===== config.mk =====
export PLATFORM = sky130hd
export DESIGN_NAME = div_iterative_unit_flat
export DESIGN_NICKNAME = d
export VERILOG_FILES = /design/src/rtl/div_iterative_unit_if.sv /design/src/rtl/div_iterative_unit.sv /design/src/flat_wrapper.sv
export SDC_FILE = /design/constraint.sdc
export NUM_CORES = 1
export LEC_CHECK = 0
export BUFFER_PORTS_ARGS = -buffer_cell sky130_fd_sc_hd__buf_4
export CORE_ASPECT_RATIO = 1.75
export CORE_MARGIN = 5
export CORE_UTILIZATION = 40
export DETAILED_ROUTE_END_ITERATION = 6
export GPL_TIMING_DRIVEN = 0
export HOLD_SLACK_MARGIN = 0.1
export PLACE_DENSITY = 0.57
export SLEW_MARGIN = 10
export SYNTH_ARGS = -nofsm -noshare
export SYNTH_HDL_FRONTEND = slang
export SYNTH_SLANG_ARGS = --single-unit

===== constraint.sdc =====
create_clock -name clk -period 11.7 [get_ports clk]
set_input_delay 0.585 -clock clk [delete_from_list [all_inputs] [get_ports clk]]
set_output_delay 0.585 -clock clk [all_outputs]
set_load 0.01 [all_outputs]

===== src/rtl/div_iterative_unit_if.sv =====
// Issue and writeback handshake bundle for div_iterative_unit.
// The slave modport is the divider itself; the master is issue/writeback logic.
interface div_iterative_unit_if #(
    parameter int XLEN = 32,
    parameter int ID_W = 3
);
    logic            issue_valid;
    logic            issue_ready;
    logic [2:0]      issue_fn3;
    logic [XLEN-1:0] issue_rs1;
    logic [XLEN-1:0] issue_rs2;
    logic [ID_W-1:0] issue_id;
    logic            flush;
    logic            wb_valid;
    logic            wb_ack;
    logic [XLEN-1:0] wb_data;
    logic [ID_W-1:0] wb_id;

    modport master (
        output issue_valid, issue_fn3, issue_rs1, issue_rs2, issue_id, flush, wb_ack,
        input  issue_ready, wb_valid, wb_data, wb_id
    );

    modport slave (
        input  issue_valid, issue_fn3, issue_rs1, issue_rs2, issue_id, flush, wb_ack,
        output issue_ready, wb_valid, wb_data, wb_id
    );
endinterface


===== src/rtl/div_iterative_unit.sv =====
// Radix-2 restoring divider for DIV/DIVU/REM/REMU, one quotient bit per cycle.
// Optional last-result reuse is enabled by defining DIV_OPERAND_REUSE_EN.
module div_iterative_unit #(
    parameter int XLEN = 32,
    parameter int ID_W = 3
) (
    input logic               clk,
    input logic               rst,
    div_iterative_unit_if.slave bus
);
    localparam int CNT_W = $clog2(XLEN);

    typedef enum logic [1:0] {
        ST_IDLE = 2'd0,
        ST_BUSY = 2'd1,
        ST_DONE = 2'd2
    } state_t;

    state_t          r_state;
    logic            r_issue_ready;
    logic            r_wb_valid;
    logic [XLEN-1:0] r_wb_data;
    logic [ID_W-1:0] r_wb_id;
    logic [CNT_W-1:0] r_cnt;
    logic [XLEN-1:0] r_rem;
    logic [XLEN-1:0] r_quo;
    logic [XLEN-1:0] r_dvs;
    logic            r_neg_q;
    logic            r_neg_r;
    logic            r_sel_rem;

    logic            w_accept;
    logic            w_signed;
    logic            w_rs1_neg;
    logic            w_rs2_neg;
    logic [XLEN-1:0] w_rs1_mag;
    logic [XLEN-1:0] w_rs2_mag;
    logic            w_div0;
    logic            w_ovf;
    logic            w_special;
    logic [XLEN-1:0] w_special_res;
    logic            w_hit;
    logic [XLEN-1:0] w_hit_data;
    logic [XLEN-1:0] w_direct;
    logic [XLEN:0]   w_rem_sh;
    logic [XLEN:0]   w_trial;
    logic [XLEN-1:0] w_rem_nx;
    logic [XLEN-1:0] w_quo_nx;
    logic [XLEN-1:0] w_q_fix;
    logic [XLEN-1:0] w_r_fix;
    logic [XLEN-1:0] w_final;

    assign bus.issue_ready = r_issue_ready;
    assign bus.wb_valid    = r_wb_valid;
    assign bus.wb_data     = r_wb_data;
    assign bus.wb_id       = r_wb_id;

    // Operand decode, magnitudes and RISC-V special-case results
    always_comb begin
        w_accept  = bus.issue_valid & r_issue_ready & ~bus.flush;
        w_signed  = ~bus.issue_fn3[0];
        w_rs1_neg = w_signed & bus.issue_rs1[XLEN-1];
        w_rs2_neg = w_signed & bus.issue_rs2[XLEN-1];
        w_rs1_mag = w_rs1_neg ? -bus.issue_rs1 : bus.issue_rs1;
        w_rs2_mag = w_rs2_neg ? -bus.issue_rs2 : bus.issue_rs2;
        w_div0    = (bus.issue_rs2 == '0);
        w_ovf     = w_signed && (bus.issue_rs1 == {1'b1, {(XLEN-1){1'b0}}}) &&
                    (bus.issue_rs2 == '1);
        w_special = w_div0 | w_ovf;
        if (w_div0) begin
            w_special_res = bus.issue_fn3[1] ? bus.issue_rs1 : {XLEN{1'b1}};
        end else begin
            w_special_res = bus.issue_fn3[1] ? {XLEN{1'b0}} : bus.issue_rs1;
        end
        if (w_special) begin
            w_direct = w_special_res;
        end else begin
            w_direct = w_hit_data;
        end
    end

    // One restoring step plus sign fix-up of the step's outcome
    always_comb begin
        w_rem_sh = {r_rem, r_quo[XLEN-1]};
        w_trial  = w_rem_sh - {1'b0, r_dvs};
        if (!w_trial[XLEN]) begin
            w_rem_nx = w_trial[XLEN-1:0];
            w_quo_nx = {r_quo[XLEN-2:0], 1'b1};
        end else begin
            w_rem_nx = w_rem_sh[XLEN-1:0];
            w_quo_nx = {r_quo[XLEN-2:0], 1'b0};
        end
        w_q_fix = r_neg_q ? -w_quo_nx : w_quo_nx;
        w_r_fix = r_neg_r ? -w_rem_nx : w_rem_nx;
        w_final = r_sel_rem ? w_r_fix : w_q_fix;
    end

`ifdef DIV_OPERAND_REUSE_EN
    logic [XLEN-1:0] r_op_rs1;
    logic [XLEN-1:0] r_op_rs2;
    logic            r_op_uns;
    logic [XLEN-1:0] r_last_rs1;
    logic [XLEN-1:0] r_last_rs2;
    logic            r_last_uns;
    logic [XLEN-1:0] r_last_q;
    logic [XLEN-1:0] r_last_r;
    logic            r_reuse_vld;

    // Hit when the raw operands and signedness match the last iterated result
    always_comb begin
        w_hit      = r_reuse_vld && (bus.issue_rs1 == r_last_rs1) &&
                     (bus.issue_rs2 == r_last_rs2) && (bus.issue_fn3[0] == r_last_uns);
        w_hit_data = bus.issue_fn3[1] ? r_last_r : r_last_q;
    end

    // Capture operands on accept and publish them with results on BUSY -> DONE
    always_ff @(posedge clk) begin
        if (rst) begin
            r_op_rs1    <= '0;
            r_op_rs2    <= '0;
            r_op_uns    <= 1'b0;
            r_last_rs1  <= '0;
            r_last_rs2  <= '0;
            r_last_uns  <= 1'b0;
            r_last_q    <= '0;
            r_last_r    <= '0;
            r_reuse_vld <= 1'b0;
        end else begin
            if (w_accept) begin
                r_op_rs1 <= bus.issue_rs1;
                r_op_rs2 <= bus.issue_rs2;
                r_op_uns <= bus.issue_fn3[0];
            end
            if (r_state == ST_BUSY) begin
                if (bus.flush) begin
                    r_reuse_vld <= 1'b0;
                end else if (r_cnt == '0) begin
                    r_last_rs1  <= r_op_rs1;
                    r_last_rs2  <= r_op_rs2;
                    r_last_uns  <= r_op_uns;
                    r_last_q    <= w_q_fix;
                    r_last_r    <= w_r_fix;
                    r_reuse_vld <= 1'b1;
                end
            end
        end
    end
`else
    // No stored result: never a reuse hit
    always_comb begin
        w_hit      = 1'b0;
        w_hit_data = '0;
    end
`endif

    // Control FSM with registered handshake and result outputs
    always_ff @(posedge clk) begin
        if (rst) begin
            r_state       <= ST_IDLE;
            r_issue_ready <= 1'b1;
            r_wb_valid    <= 1'b0;
            r_wb_data     <= '0;
            r_wb_id       <= '0;
            r_cnt         <= '0;
            r_rem         <= '0;
            r_quo         <= '0;
            r_dvs         <= '0;
            r_neg_q       <= 1'b0;
            r_neg_r       <= 1'b0;
            r_sel_rem     <= 1'b0;
        end else begin
            case (r_state)
                ST_IDLE: begin
                    if (w_accept) begin
                        r_issue_ready <= 1'b0;
                        r_wb_id       <= bus.issue_id;
                        if (w_special || w_hit) begin
                            r_state    <= ST_DONE;
                            r_wb_valid <= 1'b1;
                            r_wb_data  <= w_direct;
                        end else begin
                            r_state   <= ST_BUSY;
                            r_cnt     <= CNT_W'(XLEN-1);
                            r_rem     <= '0;
                            r_quo     <= w_rs1_mag;
                            r_dvs     <= w_rs2_mag;
                            r_neg_q   <= w_rs1_neg ^ w_rs2_neg;
                            r_neg_r   <= w_rs1_neg;
                            r_sel_rem <= bus.issue_fn3[1];
                        end
                    end
                end
                ST_BUSY: begin
                    if (bus.flush) begin
                        r_state       <= ST_IDLE;
                        r_issue_ready <= 1'b1;
                        r_cnt         <= '0;
                    end else begin
                        r_rem <= w_rem_nx;
                        r_quo <= w_quo_nx;
                        if (r_cnt == '0) begin
                            r_state    <= ST_DONE;
                            r_wb_valid <= 1'b1;
                            r_wb_data  <= w_final;
                        end else begin
                            r_cnt <= r_cnt - 1'b1;
                        end
                    end
                end
                ST_DONE: begin
                    if (bus.flush || bus.wb_ack) begin
                        r_state       <= ST_IDLE;
                        r_wb_valid    <= 1'b0;
                        r_issue_ready <= 1'b1;
                    end
                end
                default: begin
                    r_state       <= ST_IDLE;
                    r_issue_ready <= 1'b1;
                    r_wb_valid    <= 1'b0;
                    r_cnt         <= '0;
                end
            endcase
        end
    end

    div_iterative_unit_chk u_chk (
        .clk         (clk),
        .rst         (rst),
        .issue_valid (bus.issue_valid),
        .issue_fn3   (bus.issue_fn3)
    );
endmodule

// Checker: only the divide half of the M-extension fn3 space may be offered.
module div_iterative_unit_chk (
    input logic       clk,
    input logic       rst,
    input logic       issue_valid,
    input logic [2:0] issue_fn3
);
    a_fn3_legal: assert property (@(posedge clk) disable iff (rst)
        issue_valid |-> issue_fn3[2]);
endmodule


===== src/flat_wrapper.sv =====
// flat-port wrapper written by rule: the top's interface ports become plain ports
module div_iterative_unit_flat 
#(
    parameter int XLEN = 32,
    parameter int ID_W = 3
)
  (clk, rst, bus_issue_valid, bus_issue_fn3, bus_issue_rs1, bus_issue_rs2, bus_issue_id, bus_flush, bus_wb_ack, bus_issue_ready, bus_wb_valid, bus_wb_data, bus_wb_id);
  div_iterative_unit_if #(.XLEN(XLEN), .ID_W(ID_W)) bus_i ();
  input logic clk;
  input logic rst;
  input wire logic [$bits(bus_i.issue_valid)-1:0] bus_issue_valid;
  input wire logic [$bits(bus_i.issue_fn3)-1:0] bus_issue_fn3;
  input wire logic [$bits(bus_i.issue_rs1)-1:0] bus_issue_rs1;
  input wire logic [$bits(bus_i.issue_rs2)-1:0] bus_issue_rs2;
  input wire logic [$bits(bus_i.issue_id)-1:0] bus_issue_id;
  input wire logic [$bits(bus_i.flush)-1:0] bus_flush;
  input wire logic [$bits(bus_i.wb_ack)-1:0] bus_wb_ack;
  output wire logic [$bits(bus_i.issue_ready)-1:0] bus_issue_ready;
  output wire logic [$bits(bus_i.wb_valid)-1:0] bus_wb_valid;
  output wire logic [$bits(bus_i.wb_data)-1:0] bus_wb_data;
  output wire logic [$bits(bus_i.wb_id)-1:0] bus_wb_id;
  assign bus_i.issue_valid = bus_issue_valid;
  assign bus_i.issue_fn3 = bus_issue_fn3;
  assign bus_i.issue_rs1 = bus_issue_rs1;
  assign bus_i.issue_rs2 = bus_issue_rs2;
  assign bus_i.issue_id = bus_issue_id;
  assign bus_i.flush = bus_flush;
  assign bus_i.wb_ack = bus_wb_ack;
  assign bus_issue_ready = bus_i.issue_ready;
  assign bus_wb_valid = bus_i.wb_valid;
  assign bus_wb_data = bus_i.wb_data;
  assign bus_wb_id = bus_i.wb_id;
  div_iterative_unit #(.XLEN(XLEN), .ID_W(ID_W)) u_core (.clk(clk), .rst(rst), .bus(bus_i));
endmodule

# After elaboration in Yosys (flattened, before gate mapping)
# Cells that the tools add are included.
# word_totals
ff_bits	143
latchBits	0
ram_bits	0
mem_bits_ro	0
inputBits	75
output_inout_bits	37
mem_count	0
# op_classes
add_sub_neg	6
multipliers	0
div	0
magnitude_cmp	0
n_eq_ne	13
n_shift	0
mux	44
n_bitwise	10
reduce_logical	15
# op_table
op	n
$mux 32	19
$pmux 32 s2	3
$neg 32->32	4
$eq 32x32->1 const B	2
$sub 33x32->33	1
$logic_not 32->1	1
$mux 5	4
$pmux 5 s3	1
$mux 2	5
$reduce_and 5->1	2
$mux 1	9
$reduce_and 3->1	3
$ne 2x1->1 const B	4
$reduce_and 4->1	2
$ne 2x2->1 const B	3
$pmux 1 s3	2
$pmux 2 s3	1
$logic_not 5->1	1
$sub 5x1->5 const B	1
$and 1x1->1	4
$not 1->1	4
$ne 3x2->1 const B	1
$ne 3x3->1 const B	1
$eq 2x1->1 const B	1
8 further kinds	9

# Longest topological paths before layout
# depth
word_depth	8
depth_mapped	22
mapped_depth_nobuf	20

# Worst setup path before layout
# No wires, ideal clock.
# synth_path
path_type	register to register
from	reg u_core.r_quo[31]
to	reg u_core.r_wb_data[30] (netlist: u_core.bus.wb_data[30])
setup_time_ns	0.122
arrival_time_ns	4.290
slack_ns	7.289
stages_incl_launch_ff	22
path_cell_list	dfxtp_1 > inv_1 > ha_1 > fa_1 > nand2b_1 > a21oi_2 > o211ai_2 > a21oi_2 > o21a_2 > nor2_2 > inv_2 > buf_2 > buf_1 > ha_1 > nand3_1 > or2_2 > nand2b_1 > o21ai_0 > xor2_1 > o221ai_1 > a31oi_1 > a21oi_2
# synth_between
elab_chain_len	8
# synth_rtl
element	line	source
from (decl)	div_iterative_unit.sv:26	logic [XLEN-1:0] r_quo;
from (signal assigned)	div_iterative_unit.sv:185	r_quo <= w_rs1_mag;
from (signal assigned)	div_iterative_unit.sv:200	r_quo <= w_quo_nx;
$sub 33x32->33	div_iterative_unit.sv:85	w_trial = w_rem_sh - {1'b0, r_dvs};
$mux 1 / $mux 32 (equally long branches)	div_iterative_unit.sv:86	if (!w_trial[XLEN]) begin
$neg 32->32, on equally long branches	div_iterative_unit.sv:93, div_iterative_unit.sv:94	
$mux 32, on equally long branches	div_iterative_unit.sv:93, div_iterative_unit.sv:94	
$mux 32 (*)	div_iterative_unit.sv:95	w_final = r_sel_rem ? w_r_fix : w_q_fix;
$mux 32 (*)	div_iterative_unit.sv:201	if (r_cnt == '0) begin
$mux 32 (*)	div_iterative_unit.sv:194	if (bus.flush) begin
$pmux 32 s2 (*)	div_iterative_unit.sv:172	case (r_state)
to (signal assigned)	div_iterative_unit.sv:180	r_wb_data <= w_direct;
to (signal assigned)	div_iterative_unit.sv:204	r_wb_data <= w_final;
to (decl)	div_iterative_unit.sv:22	logic [XLEN-1:0] r_wb_data;
# Mark *: on every way between the ends. The rest lies on a longest branch, timed or not. The select of a mux whose other input is x is not followed.
# A chain may end at the register's enable or synchronous reset.

# Worst setup path in the final report
# layout_path
from	reg u_core.r_dvs[21]
to	reg u_core.r_wb_data[26] (netlist: u_core.bus.wb_data[26])
# layout_between
elab_chain_len	8
# layout_rtl
element	line	source
from (decl)	div_iterative_unit.sv:27	logic [XLEN-1:0] r_dvs;
from (signal assigned)	div_iterative_unit.sv:186	r_dvs <= w_rs2_mag;
$sub 33x32->33 (*)	div_iterative_unit.sv:85	
$mux 1 / $mux 32 (equally long branches)	div_iterative_unit.sv:86	
$neg 32->32, on equally long branches	div_iterative_unit.sv:93, div_iterative_unit.sv:94	
$mux 32, on equally long branches	div_iterative_unit.sv:93, div_iterative_unit.sv:94	
$mux 32 (*)	div_iterative_unit.sv:95	
$mux 32 (*)	div_iterative_unit.sv:201	
$mux 32 (*)	div_iterative_unit.sv:194	
$pmux 32 s2 (*)	div_iterative_unit.sv:172	
# Marks and branches as above.

==> results.sh <==
export IMPL_stdcell_count=2223
export IMPL_post_cts_resized=0
export IMPL_grt_pass1_vias=13700
export IMPL_port_buffers=109
export IMPL_hold_viol=0
export IMPL_core_area_um2=30700
export IMPL_ioPinCount=112
export IMPL_cap_violations=0
export IMPL_drive_gt1_frac=0.129
export IMPL_power_density_nw_per_um2=129
export IMPL_peakVddDrop_mv=0.114
export IMPL_antenna_found_initial=0
export IMPL_critPathLaunch="u_core.r_dvs[21]"
export IMPL_die_w_um=143
export IMPL_syn_inst=1691
export IMPL_synth_area_um2=12400
export IMPL_path_class="reg -> reg"
export IMPL_min_path_type="in -> reg"
export IMPL_gp_congestion=1.04
export IMPL_yosysMostFrequentCell="nor2_1"
export IMPL_crit_reg2reg_launch="u_core.r_dvs[21]"
export IMPL_drt_initial_drc_count=948
export IMPL_grt_max_degree=17
export IMPL_via_count=13800
export IMPL_slew_limit_headroom=0.274
export IMPL_ys_warn_count=0
export IMPL_synth_edf_count=0
export IMPL_avgSynthCellArea_um2=7.33
export IMPL_fin_skew_ns=0.0103
export IMPL_rsz0062_at_grt="no"
export IMPL_grt_ovfl_total=0
export IMPL_antenna_left=0
export IMPL_period_share=0.567
export IMPL_synth_nets=1806
export IMPL_die_h_um=243
export IMPL_worstPathRequired_ns=12.08
export IMPL_cts_clk_slew_worst_paths_ns=0.06
export IMPL_viasPerCell=6.19
export IMPL_synthTopCellsByArea="dfxtp_1, nor2_1, xnor2_1"
export IMPL_dr_pass1_iters=5
export IMPL_initial_core_util=0.403
export IMPL_grtUsageTotal=0.317
export IMPL_cts_setup_buffers=0
export IMPL_yosysTopAreaCell="dfxtp_1"
export IMPL_status="completed"
export IMPL_synth_ff_type="dfxtp_1"
export IMPL_ys_top_cells_by_count="nor2_1, nand2_1, dfxtp_1, a21oi_1, o21ai_0"
export IMPL_worstPathArrival_ns=7.01
export IMPL_cts_root_buf="clkbuf_16"
export IMPL_synth_seq_area_share=0.231
export IMPL_fp_row_count=85
export IMPL_tns_ns=0
export IMPL_synth_cell_types=105
export IMPL_synth_seq_cells=143
export IMPL_nNetsFinal=1934
export IMPL_clockBufferDepth=2
export IMPL_post_route_min_period_ns=6.63
export IMPL_slew_violations=0
export IMPL_clock_fmax_ghz=0.151
export IMPL_dp_hpwl_um=45600
export IMPL_cts_buffers=17
export IMPL_postCtsHoldBufs=0
export IMPL_grt_first_pass_wirelength_um=82600
export IMPL_setup_violations=0
export IMPL_async_flop_share=0
export IMPL_cts_tree="done"
export IMPL_wire_per_inst_um=25.2
export IMPL_crit_path_end_kind="flip-flop"
export IMPL_synthToLayoutAreaGrowth_pct=15.8
export IMPL_drc=0
export IMPL_hold_path_startpoint="bus_issue_id[0]"
export IMPL_cts_sinks=143
export IMPL_place_inst=2191
export IMPL_drt_total_wl_um=56100
export IMPL_antenna_cells=0
export IMPL_yosysTopAreaCellShare=0.231
export IMPL_worstSkewPairLatency_ns=0.47
export IMPL_start_kind="flip-flop"
export IMPL_dieArea_um2=34800
export IMPL_cp_max_fo=10
export IMPL_p_leak_uw=0.00556
export IMPL_htree_levels=4
export IMPL_worst_slew_pin_slew_ns=1.08
==> state kept, by name, summed over array words and instances, names as in the netlist <==
name                    flops
u_core.r_sel_rem            1
u_core.bus.wb_valid         1
u_core.r_cnt                5
u_core.r_state              2
u_core.r_neg_q              1
u_core.r_rem               32
u_core.bus.issue_ready      1
u_core.bus.wb_data         32
u_core.r_neg_r              1
u_core.bus.wb_id            3
u_core.r_quo               32
u_core.r_dvs               32
==> kinds of logic (layout without fill, tap and decap cells) <==
family | count (synthesis) | in the layout | share of synthesized area
xor+xnor | 125 | 125 | 0.0883
fa+ha+maj | 65 | 65 | 0.0612
simple gates | 602 | 602 | 0.230
flops | 143 | 143 | 0.231
mux | 22 | 22 | 0.0198
compound gates | 560 | 560 | 0.309
buf+inv | 174 | 315 | 0.0609
==> power breakdown <==
group	internal (uW)	leakage [uW]	switching (uW)
sequential	518	0.00116	28.1
clock	367	0.000313	251
combinational	235	0.00408	459
total	1120	0.00556	739
==> final cells by class <==
class	instances	area, um2
Buffer	108	507
Tap cell	391	489
Multi-Input combinational cell	1374	8780
Sequential cell	143	2860
Clock buffer	18	439
Clock inverter	14	203
Fill cell	3184	16400
Inverter	66	248
Timing Repair Buffer	109	818
==> critical path, stage by stage (launching register included) <==
cell and delay (ns):
dfxtp_1 0.30, inv_1 0.20, ha_1 0.29, buf_6 0.14, a21oi_1 0.28, o211a_1 0.25
o21ai_1 0.10, a31o_1 0.32, nor3_2 0.88, nor2_2 0.10, inv_2 0.23, buf_2 0.32
buf_1 0.53, ha_1 0.37, nand3_1 0.29, or2_2 0.44, nand2b_1 0.20, o31ai_1 0.26
xnor2_1 0.16, a22oi_1 0.11, nor2_1 0.53, a21oi_1 0.09, o22ai_1 0.16
==> metrics by stage <==
step           cell area, um2  worst slack (ns)  power (uW)   util  hold WS, ns
2_1_floorplan           12400              7.29         995      -        0.432
3_3_place_gp            13700              5.46        1230  0.446        0.443
3_5_place_dp            13700              5.48        1230  0.446        0.448
4_1_cts                 14400              5.47        1840  0.467        0.354
5_1_grt                 14400              4.96        1930  0.467        0.386
6_report                14400              5.07        1860  0.467        0.359
==> cell usage in the layout, fill, tap and decap left out, types with 17 or more instances in the layout <==
| cell | n |
|---|---|
| o31ai_1 | 25 |
| dfxtp_1 | 143 |
| xnor2_1 | 81 |
| a21oi_1 | 133 |
| a22oi_1 | 27 |
| nor2_1 | 236 |
| nand3_1 | 28 |
| nor3_1 | 43 |
| xor2_1 | 44 |
| nand2_1 | 148 |
| nand4_1 | 17 |
| o21ai_0 | 102 |
| a211oi_1 | 81 |
| maj3_1 | 25 |
| a31oi_1 | 22 |
| buf_4 | 112 |
| buf_2 | 23 |
| ha_1 | 39 |
| inv_1 | 63 |
| clkbuf_16 | 17 |
| clkbuf_1 | 66 |
==> metal layers <==
metal	part of all wire	global-route usage
met3	0.046	0.0469
met2	0.50	0.552
met4	0.11	0.298
met1	0.34	0.312
met5	0	0
==> path summary, 6_finish.rpt <==
check / endpoint / slack, ns / cells after the start
min reg2reg: u_core.r_dvs[31] / 0.45 / 2
max reg2reg: u_core.bus.wb_data[26] / 5.07 / 22
max: u_core.bus.wb_data[26] / 5.07 / 22
min: u_core.bus.wb_id[0] / 0.36 / 3
No activity file was read; power rests on OpenSTA's default activity.
